$ cat src/rtl/loader_pkg.sv
`default_nettype none
// ============================================================================
// Module   : loader_pkg
// Brief    : Shared types and helpers for the instruction loader.
// Revision : 1.0  initial release
// ============================================================================
package loader_pkg;

  // Loader sequencing states.
  typedef enum logic [2:0] {
    IDLE = 3'd0,
    LOAD = 3'd1,
    FILL = 3'd2,
    HOLD = 3'd3,
    RUN  = 3'd4
  } ldr_state_e;

  // A load length is usable when it names at least one entry and fits the store.
  function automatic logic count_in_range(input int count, input int num_instr);
    return (count != 0) && (count <= num_instr);
  endfunction

endpackage
`default_nettype wire

$ cat src/rtl/instr_loader.sv
`default_nettype none
// ============================================================================
// Module   : instr_loader
// Brief    : Streams program words into the core's instruction store,
//            zero-fills the unused tail and holds the core in reset until
//            the store is complete.
// Revision : 1.0  initial release
// ============================================================================
import loader_pkg::*;

module instr_loader #(
  parameter int REG_WIDTH = 32,
  parameter int NUM_INSTR = 10,
  parameter int CNT_WIDTH = $clog2(NUM_INSTR + 1)
) (
  input  logic                 clk,
  input  logic                 rst,
  input  logic                 i_start,
  input  logic [CNT_WIDTH-1:0] i_count,
  input  logic                 i_valid,
  input  logic [REG_WIDTH-1:0] i_data,
  output logic                 o_ready,
  output logic [REG_WIDTH-1:0] o_instructions [NUM_INSTR],
  output logic                 o_core_rst,
  output logic                 o_busy,
  output logic                 o_done,
  output logic                 o_error
);

  localparam int INSTR_SELECT = (NUM_INSTR > 1) ? $clog2(NUM_INSTR) : 1;
  localparam logic [INSTR_SELECT-1:0] c_last_idx  = INSTR_SELECT'(NUM_INSTR - 1);
  localparam logic [INSTR_SELECT-1:0] c_ptr_one   = INSTR_SELECT'(1);
  localparam logic [CNT_WIDTH-1:0]    c_num_instr = CNT_WIDTH'(NUM_INSTR);
  localparam logic [CNT_WIDTH-1:0]    c_cnt_one   = CNT_WIDTH'(1);

  ldr_state_e              r_state;
  ldr_state_e              w_state_nxt;
  logic [INSTR_SELECT-1:0] r_ptr;
  logic [INSTR_SELECT-1:0] w_ptr_nxt;
  logic [CNT_WIDTH-1:0]    r_count;
  logic [REG_WIDTH-1:0]    r_store [NUM_INSTR];

  logic                    r_ready;
  logic                    r_core_rst;
  logic                    r_busy;
  logic                    r_done;
  logic                    r_error;

  logic                    w_start_ok;
  logic                    w_hs;
  logic                    w_last_word;
  logic                    w_fill_last;
  logic                    w_err_nxt;
  logic                    w_wr;
  logic [REG_WIDTH-1:0]    w_wdata;

  assign w_start_ok  = i_start && count_in_range(32'(i_count), NUM_INSTR);
  // r_ready is registered together with the state, so it is high exactly in LOAD.
  assign w_hs        = i_valid && r_ready;
  assign w_last_word = w_hs && ((CNT_WIDTH'(r_ptr) + c_cnt_one) == r_count);
  assign w_fill_last = (r_state == FILL) && (r_ptr == c_last_idx);
  assign w_wr        = w_hs || (r_state == FILL);
  assign w_wdata     = (r_state == FILL) ? '0 : i_data;

  // Next state, next pointer and rejected-start detection.
  always_comb begin
    w_state_nxt = r_state;
    w_ptr_nxt   = r_ptr;
    w_err_nxt   = 1'b0;
    case (r_state)
      IDLE, RUN: begin
        if (i_start) begin
          if (w_start_ok) begin
            w_state_nxt = LOAD;
            w_ptr_nxt   = '0;
          end else begin
            w_err_nxt   = 1'b1;
          end
        end
      end
      LOAD: begin
        if (w_hs) begin
          // A full-length load has no tail to clear; the pointer parks at 0
          // instead of stepping past the last entry.
          if (w_last_word && (r_count == c_num_instr)) begin
            w_state_nxt = HOLD;
            w_ptr_nxt   = '0;
          end else begin
            w_ptr_nxt   = r_ptr + c_ptr_one;
            if (w_last_word) w_state_nxt = FILL;
          end
        end
      end
      FILL: begin
        if (w_fill_last) begin
          w_state_nxt = HOLD;
          w_ptr_nxt   = '0;
        end else begin
          w_ptr_nxt   = r_ptr + c_ptr_one;
        end
      end
      HOLD:    w_state_nxt = RUN;
      default: w_state_nxt = IDLE;
    endcase
  end

  // Sequencer state and outputs. o_ready/o_error track the state being entered;
  // reset/busy/done decode the current state, so the core leaves reset one
  // cycle after HOLD has presented the final store.
  always_ff @(posedge clk or negedge rst) begin
    if (!rst) begin
      r_state    <= IDLE;
      r_ptr      <= '0;
      r_count    <= '0;
      r_ready    <= 1'b0;
      r_error    <= 1'b0;
      r_core_rst <= 1'b1;
      r_busy     <= 1'b0;
      r_done     <= 1'b0;
    end else begin
      r_state    <= w_state_nxt;
      r_ptr      <= w_ptr_nxt;
      if (((r_state == IDLE) || (r_state == RUN)) && w_start_ok) r_count <= i_count;
      r_ready    <= (w_state_nxt == LOAD);
      r_error    <= w_err_nxt;
      r_core_rst <= (r_state != RUN);
      r_busy     <= (r_state == LOAD) || (r_state == FILL) || (r_state == HOLD);
      r_done     <= (r_state == RUN);
    end
  end

  // Instruction store: one entry written per cycle at the pointer, cleared on reset.
  always_ff @(posedge clk or negedge rst) begin
    if (!rst) begin
      for (int k = 0; k < NUM_INSTR; k++) r_store[k] <= '0;
    end else begin
      for (int k = 0; k < NUM_INSTR; k++) begin
        if (w_wr && (r_ptr == INSTR_SELECT'(k))) r_store[k] <= w_wdata;
      end
    end
  end

  assign o_instructions = r_store;
  assign o_ready        = r_ready;
  assign o_error        = r_error;
  assign o_core_rst     = r_core_rst;
  assign o_busy         = r_busy;
  assign o_done         = r_done;

endmodule
`default_nettype wire

$ cat config.mk
export PLATFORM = sky130hd
export DESIGN_NAME = instr_loader
export DESIGN_NICKNAME = d
export VERILOG_FILES = /design/src/rtl/loader_pkg.sv /design/src/rtl/instr_loader.sv
export SDC_FILE = /design/constraint.sdc
export NUM_CORES = 1
export LEC_CHECK = 0
export ABC_AREA = 0
export BUFFER_PORTS_ARGS = -buffer_cell sky130_fd_sc_hd__buf_4
export CAP_MARGIN = 20
export CORE_MARGIN = 5
export CORE_UTILIZATION = 51
export DETAILED_ROUTE_END_ITERATION = 7
export PLACE_DENSITY = 0.79
export SYNTH_ARGS = -nofsm -noshare
export SYNTH_HDL_FRONTEND = slang
export SYNTH_SLANG_ARGS = --single-unit
export TNS_END_PERCENT = 100
$ cat constraint.sdc
create_clock -name clk -period 2.44 [get_ports clk]
set_clock_uncertainty 0.05 [all_clocks]
set_input_delay 0.244 -clock clk [delete_from_list [all_inputs] [get_ports clk]]
set_output_delay 0.244 -clock clk [all_outputs]
set_load 0.03 [all_outputs]
Yosys cells after proc, flatten, opt, wreduce, memory -nomap -nowiden. Cells that the tools add are included.

Word-level logic and storage cells: 84. RAM bits: 0. Bits in read-only memories: 0. Input bits: 40. Bits in latches: 0. Memories kept: 0. Register bits after elaboration: 336.

$lt $le $gt $ge: 1. Eq/ne operators: 20. Multipliers: 0. Div/mod/pow operators: 0. Multiplexer cells: 17. Bitwise logic cells: 0. Shifts and indexed selects: 0. Add/subtract/negate cells: 1. Reductions and logical operators: 27.

Operators by type and width (count): 2-to-1 mux 32 bit (1); 2-to-1 mux 4 bit (5); 2-to-1 mux 3 bit (6); logical AND 1 bit (17); equality test 4 x 3 -> 1 bit (second input constant) (4); equality test 4 bit (second input constant) (3); case mux 3 bit (4 select lines) (1); case mux 4 bit (3 select lines) (1); equality test 4 x 2 -> 1 bit (second input constant) (2); equality test 3 x 1 -> 1 bit (second input constant) (2); equality test 3 x 2 -> 1 bit (second input constant) (2); inequality test 2 bit (second input constant) (3); adder 4 x 1 -> 4 bit (second input constant) (1); equality test 4 x 1 -> 1 bit (second input constant) (1); equality test 4 bit (1); <= comparator 4 bit (second input constant) (1); logical NOT 4 bit (1); logical OR 1 bit (4); AND reduction 4 bit (1); nonzero test 4 bit (1); equality test 3 bit (second input constant) (1); logical NOT 3 bit (1); 2-to-1 mux 1 bit (3); inequality test 3 bit (second input constant) (1); other kinds (2) (2).

Longest topological paths before layout. Gate-level depths: netlist of run 1.

Depth after elaboration: 8. Mapped depth: 7. Gate-level depth less buffers: 7.

Worst setup path before layout of run 1. No wires, ideal clock.

Path kind: flip-flop to flip-flop. Start point: reg r_ptr[0]. End point: reg r_ptr[2]. Buffers on the path: 0. Stages on the path, launching flop included: 7. Library setup time: 0.119 ns. Data required time: 2.271 ns. Data arrival time: 1.954 ns. Path slack: 0.317 ns. Clock period less this slack: 2.123 ns. Cell sequence: dfrtp_1 -> ha_1 -> xor3_1 -> nor4_1 -> a31oi_1 -> a2bb2oi_1 -> a21o_2.

Word-level cells in the longest chain between the ends: 7. Elaborated cells between the ends (all ways): 10.

Ends and longest elaborated chain: from (decl) (line instr_loader.sv:38) `logic [INSTR_SELECT-1:0] r_ptr;`; from (signal assigned) (line instr_loader.sv:122) `r_ptr <= w_ptr_nxt;`; adder 4 x 1 -> 4 bit (line instr_loader.sv:60, instr_loader.sv:89, instr_loader.sv:99); equality test 4 bit (line instr_loader.sv:60) `assign w_last_word = w_hs && ((CNT_WIDTH'(r_ptr) + c_cnt_one) == r_count);`; logical AND 1 bit (line instr_loader.sv:60); logical AND 1 bit (line instr_loader.sv:85) `if (w_last_word && (r_count == c_num_instr)) begin`; 2-to-1 mux 4 bit (line instr_loader.sv:85); 2-to-1 mux 4 bit (line instr_loader.sv:82) `if (w_hs) begin`; case mux 4 bit (3 select lines) * (line instr_loader.sv:70) `case (r_state)`.

Mark *: on every way between the ends. The rest lies on a longest branch, timed or not. The select of a mux whose other input is x is not followed. A chain may end at the register's enable or synchronous reset.

Worst setup path after layout of run 1.
Start point: reg r_state[1]. End point: reg r_store (netlist bit o_instructions[134]).

Word-level cells in the longest chain between the ends: 3. Elaborated cells between the ends (all ways): 4.

Ends and longest elaborated chain: from (decl) (line instr_loader.sv:36) `ldr_state_e r_state;`; from (signal assigned) (line instr_loader.sv:121) `r_state <= w_state_nxt;`; equality test 3 x 2 -> 1 bit * (line instr_loader.sv:62, instr_loader.sv:63); logical OR 1 bit (line instr_loader.sv:62) `assign w_wr = w_hs || (r_state == FILL);`; logical AND 1 bit (line instr_loader.sv:138) `if (w_wr && (r_ptr == INSTR_SELECT'(k))) r_store[k] <= w_wdata;`; to (signal, indexed assignment) (line instr_loader.sv:138); to (decl) (line instr_loader.sv:41) `logic [REG_WIDTH-1:0] r_store [NUM_INSTR];`.

Mark *: on every way between the ends. The rest lies on a longest branch, timed or not.

==> results.txt, run 1 <==
Synthesis-to-layout area growth: 35.61%
Row count: 56
RR Endpoint: o_instructions[134]$_DFFE_PN0P_
Drt wl/cell: 20.02 um
Critical Path AT: 2.54 ns
1st-iter DRT viols: 744
Post-synth EDFFs: 0
Max Fclk: 0.4448 GHz
Post-synth top area share: 0.6889
Pins Over Slew Limit: 0
Clk_lat worst skew: 0.50 ns
Mapped Area: 12170 um^2
Vias in the first global route: 10200
P per Cell Area: 1517 nW/um^2
Total chip power: 25.03 mW
CTS Buffer Depth: 3
Die Span Y: 164.5 um
# H-tree levels: 2
Final setup TNS: 0 ns
Hold Path Class: in -> reg
Layout cell share with drive strength beyond 1: 0.3019
Core footprint: 23470 um^2
Pre-antenna DRT Iters: 5
Largest net degree at the start of global routing: 84
Syn Area/Cell: 10.57 um^2
Commonest cells in the netlist: 362 x nand2_1, 335 x dfrtp_1, 326 x o21ai_0, 36 x clkbuf_1, 27 x buf_2
Die ar.: 27050 um^2
Post-synthesis sequential area ratio: 0.6910
Final setup violation count: 0
Ys flop type: dfrtp_1
Min Tclk post-route: 2.248 ns
Final hold violation count: 0
Yosys Warn Count: 0
Crit Path Max Fanout: 42
Global-route wire length before repair: 57.75 mm
Port Buffers: 364
Most common cell in the synthesized netlist: nand2_1
Pleak: 8.441 nW
Slew headroom: 0.5358
Final WL: 37.42 mm
Worst Slack Setup Final: 0.1919 ns
GRT Total Usage: 0.2755
Starting density of the core: 0.5184
Max cap viols: 0
Nets: 1571
Synth area leader: dfrtp_1
Fin crit share: 0.9213
Placement Setup Slack: 0.2415 ns
VDD IR max: 0.9884 mV
ANT cells: 0
Placed wire-length estimate: 26.15 mm
CP endpoint: o_instructions[134]$_DFFE_PN0P_
Post-synth net total: 1195
Outcome: finished clean
Reg clk slew, reported paths: 0.06 ns
Die width: 164.5 um
GRT overflow: 0
# DRC: 0
Synth top area cells: dfrtp_1 69%, o21ai_0 13%, nand2_1 11%
Post-CTS setup buffers: 0
Synth cell types: 38
Ports: 365
Syn Inst Count: 1151
Critical Path Start: r_state[1]$_DFF_PN0_
Worst Max-Slew Pin Slew: 0.6963 ns
CP startpoint kind: register
Cts bufs inserted: 36
Detail Route Antenna Nets: 0
FF-to-FF path depth: 6
Synthesized flop and latch total: 336
Endpoint class of the critical path: register
Clock sink count: 336
Via Count: 9958
Post-synth ARST share: 1.000
R2R Setup Slk: 0.19 ns
FF-to-FF Start: r_state[1]$_DFF_PN0_
Initial antenna violation count: 0
CP Data Required Time: 2.74 ns
Vias per std cell: 5.328
RSZ-0062 raised after global routing: false
CTS Root Cell: clkbuf_16
TritonCTS clock tree: yes
Fillers: 1689
Crit Path Class: reg -> reg
Final RePlAce weighted congestion: 0.8294
[cell type report]
cell class	count	area, um^2	area share
flip-flops and latches	336	8409	0.5096
inverters	4	15.01	0.0009098
clock buffers	56	1047	0.06346
multi-input cells	747	3478	0.2108
clock inverters	5	25.02	0.001516
repair buffers	402	3128	0.1896
well taps	319	399.1	0.02419
[placed cells by master, fill, tap and decap left out, drive strengths merged]
master / Yosys / layout
xor3: 1 / 1
nand2: 370 / 370
nand2b: 1 / 1
nor4: 2 / 2
o21ai: 327 / 327
clkinv: 0 / 5
and2: 1 / 1
nand3: 2 / 2
dfstp: 1 / 1
nor4bb: 1 / 1
a2bb2oi: 1 / 1
o41ai: 1 / 1
o21a: 1 / 1
o311ai: 1 / 1
xnor2: 3 / 3
buf: 28 / 396
nor3b: 1 / 1
a2111oi: 1 / 1
or2: 3 / 3
clkbuf: 36 / 56
inv: 4 / 4
nand3b: 1 / 1
a21o: 2 / 2
a21oi: 4 / 4
nor3: 1 / 1
nor2b: 1 / 1
xor2: 1 / 1
ha: 4 / 4
a211oi: 2 / 2
dfrtp: 335 / 335
dlygate4sd3: 0 / 6
mux2: 4 / 4
nor2: 7 / 7
or3b: 2 / 2
a31oi: 1 / 1
[report_power, final]
part,switching (mW),internal (mW)
sequential,1.45,7.76
combinational,7.16,3.68
clock,2.05,2.94
[sequential cells by signal, indices dropped and copies added, names as in the netlist]
signal / flops
o_busy: 1
o_core_rst: 1
o_done: 1
o_error: 1
o_instructions: 320
o_ready: 1
r_count: 4
r_ptr: 4
r_state: 3
[per-stage QoR]
step / utilization / cell area [um^2] / hold slack, ns / cells
global placement: 0.6548 / 15370 / 0.2566 / 1802
global route: 0.7030 / 16500 / 0.2820 / 1869
floorplan: - / 12170 / -0.1016 / 1151
CTS: 0.7030 / 16500 / 0.2292 / 1869
finish: 0.7030 / 16500 / 0.2409 / 1869
detailed placement: 0.6548 / 15370 / 0.2570 / 1802
[routing by layer]
layer | up-vias | GRT usage | share of wire | wire, um
met5 | - | 0 | 0 | 0
li1 | 4566 | - | - | -
met1 | 4845 | 0.3498 | 0.39 | 14630
met4 | 0 | 0.09149 | 0.032 | 1192
met2 | 463 | 0.4506 | 0.47 | 17710
met3 | 84 | 0.09109 | 0.10 | 3891
[logic make-up (layout without fill, tap and decap cells)]
kind of cell    count (synthesis)  after routing  share of synthesized area
xor+xnor                        5              5                   0.004833
fa+ha+maj                       4              4                   0.004113
simple gates                  393            393                     0.1272
flops                         336            336                     0.6910
buf+inv                        68            467                    0.02375
compound gates                341            341                     0.1454
mux                             4              4                   0.003701
[worst min-delay path by stage]
stage                    start                         endpoint  slack, ns  cells after the start
finish               i_data[9]  o_instructions[265]$_DFFE_PN0P_       0.24                      3
global placement           rst  o_instructions[312]$_DFFE_PN0P_       0.26                      1
CTS                 i_data[20]  o_instructions[244]$_DFFE_PN0P_       0.23                      3
detailed placement         rst  o_instructions[312]$_DFFE_PN0P_       0.26                      1
floorplan                  rst                 o_busy$_DFF_PN0_      -0.10                      0
global route        i_data[23]   o_instructions[55]$_DFFE_PN0P_       0.28                      3
[critical path, cell delays in order (launching register included)]
cell      delay, ns
dfrtp_1        0.42
or3b_2         0.56
a211oi_4       0.36
nand2_2        0.25
buf_12         0.24
nand2_1        0.10
o21ai_0        0.09
[repair_timing]
item	in CTS	in global routing
gates resized for setup	0	0
hold buffers	6	0
hold endpoints to repair	80	0
setup endpoints to repair	0	0
No activity file was read; power rests on OpenSTA's default activity.
==> run 2: changes to the inputs <==
--- a/config.mk
+++ b/config.mk
@@ -6,12 +6,12 @@
 export NUM_CORES = 1
 export LEC_CHECK = 0
 export ABC_AREA = 0
-export BUFFER_PORTS_ARGS = -buffer_cell sky130_fd_sc_hd__buf_4
 export CAP_MARGIN = 20
 export CORE_MARGIN = 5
-export CORE_UTILIZATION = 51
+export CORE_UTILIZATION = 62
 export DETAILED_ROUTE_END_ITERATION = 7
-export PLACE_DENSITY = 0.79
+export DONT_BUFFER_PORTS = 1
+export PLACE_DENSITY = 0.78
 export SYNTH_ARGS = -nofsm -noshare
 export SYNTH_HDL_FRONTEND = slang
 export SYNTH_SLANG_ARGS = --single-unit
==> run 2 against run 1 <==
The flow now finishes with violations (hold timing); global-route usage is 1.3 points higher; sequential power is 51% higher; routed wire length is 12% lower; worst setup slack worse by 0.0025 ns; critical path type unchanged; largest cell class unchanged; highest routed layer unchanged.
==> results.txt, run 2 (same netlist as run 1, synthesis figures left out) <==
Endpoint class of the critical path: register
Max reg flops: 320 (unchanged)
Die Span Y: 150.1 um (-8.7%)
# DRC: 0 (unchanged)
Outcome: finished with violations
Final WL: 32.91 mm (-12%)
ANT cells: 0 (unchanged)
Critical Path Start: r_state[0]$_DFF_PN0_
Final setup violation count: 0 (unchanged)
Max Fclk: 0.4443 GHz (-0.11%)
GRT overflow: 0 (unchanged)
CP startpoint kind: register
Worst Max-Slew Pin Slew: 0.6331 ns (-0.06322 ns)
Fillers: 1389 (-18%)
Reg clk slew, reported paths: 0.06 ns (about the same)
P per Cell Area: 1585 nW/um^2 (+4.5%)
Final setup TNS: 0 ns (unchanged)
Layout cell share with drive strength beyond 1: 0.08020 (-0.2217)
Critical Path AT: 2.58 ns (+0.04 ns)
Die width: 150.1 um (-8.7%)
Post-CTS setup buffers: 0 (unchanged)
Tightest hold margin: -0.6411 ns (-0.8820 ns)
Post-layout util: 0.6963 (-0.006766)
Most common cell after layout, fill and taps aside: nand2_1
Fin crit share: 0.9224 (+0.001025)
Vias per std cell: 5.931 (+11%)
Max cap viols: 0 (unchanged)
Starting density of the core: 0.6273 (+0.1089)
GRT Total Usage: 0.2887 (+0.01314)
Slew headroom: 0.5779 (+0.04215)
Global-route wire length before repair: 49.98 mm (-13%)
Via Count: 8523 (-14%)
Multi-input gate area: 3478 um^2 (unchanged)
CTS Buffer Depth: 3 (unchanged)
Initial antenna violation count: 0 (unchanged)
Clk_lat worst skew: 0.55 ns (+0.05 ns)
Crit Path Class: reg -> reg
Min Tclk post-route: 2.251 ns (+0.002501 ns)
Hold Path Class: in -> async
Storage element area: 8409 um^2 (unchanged)
CP Data Required Time: 2.77 ns (+0.03 ns)
Pins Over Slew Limit: 0 (unchanged)
Synthesis-to-layout area growth: 10.99%
Row count: 51 (-8.9%)
1st-iter DRT viols: 526 (-29%)
Placed wire-length estimate: 21.89 mm (-16%)
FF-to-FF Start: r_state[0]$_DFF_PN0_
Final hold violation count: 336 (+336)
VDD IR max: 0.7843 mV (-21%)
TritonCTS clock tree: yes
Die ar.: 22530 um^2 (-17%)
Worst Slack Setup Final: 0.1894 ns (-0.002501 ns)
Nets: 1193 (-24%)
Drt wl/cell: 22.90 um (+14%)
Vias in the first global route: 8260 (-19%)
Largest net degree at the start of global routing: 337 (+300%)
Crit Path Max Fanout: 64 (+52%)
Pleak: 6.459 nW (-23%)
Final RePlAce weighted congestion: 0.8121 (-2.1%)
RSZ-0062 raised after global routing: false
Cts bufs inserted: 31 (-14%)
# H-tree levels: 1 (-1)
Cts hold-fix bufs: 6 (unchanged)
Post-CTS sizing: 0 (unchanged)
Placement Setup Slack: 0.2471 ns (+0.005527 ns)
Port Buffers: 0 (-100%)
Pre-antenna DRT Iters: 5 (unchanged)
Most frequent cells in the layout: 361 x nand2_1, 335 x dfrtp_1, 326 x o21ai_0, 31 x clkbuf_16, 22 x buf_4
CTS Root Cell: clkbuf_16
Detail Route Antenna Nets: 0 (unchanged)
Failing checks: hold timing
Core footprint: 19400 um^2 (-17%)
Clock sink count: 336 (unchanged)
Ports: 365 (unchanged)
run 2: worst paths after layout:
kind / endpoint / slack [ns] / depth (start not counted)
worst max-delay path: o_instructions[112]$_DFFE_PN0P_ / 0.19 / 6
worst min-delay path: o_instructions[75]$_DFFE_PN0P_ / -0.64 / 0
worst max register to register: o_instructions[112]$_DFFE_PN0P_ / 0.19 / 6
worst min register to register: o_busy$_DFF_PN0_ / 0.51 / 1
max in group asynchronous: o_instructions[187]$_DFFE_PN0P_ / 2.54 / 0
min in group clk: r_state[2]$_DFF_PN0_ / 0.03 / 3
run 2: power by group:
| part | switching (mW) | leakage (nW) | internal, mW | total, mW |
|---|---|---|---|---|
| combinational | 1.65 | 1.54 | 1.05 | 2.70 |
| clock | 1.98 | 0.503 | 2.84 | 4.82 |
| sequential | 6.21 | 4.42 | 7.68 | 13.9 |
run 2: layout make-up:
type,count,area share
clock inverters,10,0.01000
inverters,4,0.001112
multi-input cells,747,0.2575
clock buffers,46,0.06605
well taps,265,0.02455
repair buffers,29,0.01816
flip-flops and latches,336,0.6226
run 2: metrics by stage:
stage	power (mW)	instances	cell area [um^2]
6_report	21.41	1437	13510
5_1_grt	22.43	1437	13510
4_1_cts	21.51	1437	13510
3_5_place_dp	16.63	1375	12420
3_3_place_gp	16.35	1375	12420
2_1_floorplan	15.19	1151	12170
run 2: critical path, stage by stage (launching register included):
cell      delay [ns]
dfrtp_1         0.45
or3b_1          0.52
a211oi_4        0.37
nand2_2         0.09
buf_4           0.32
nand2_1         0.17
o21ai_0         0.11
run 2: per-layer routing:
metal	up-vias	track usage	share of wire
met4	0	0.08509	0.029
met2	453	0.4724	0.49
li1	3818	-	-
met5	-	0	0
met3	61	0.1066	0.13
met1	4191	0.3653	0.36
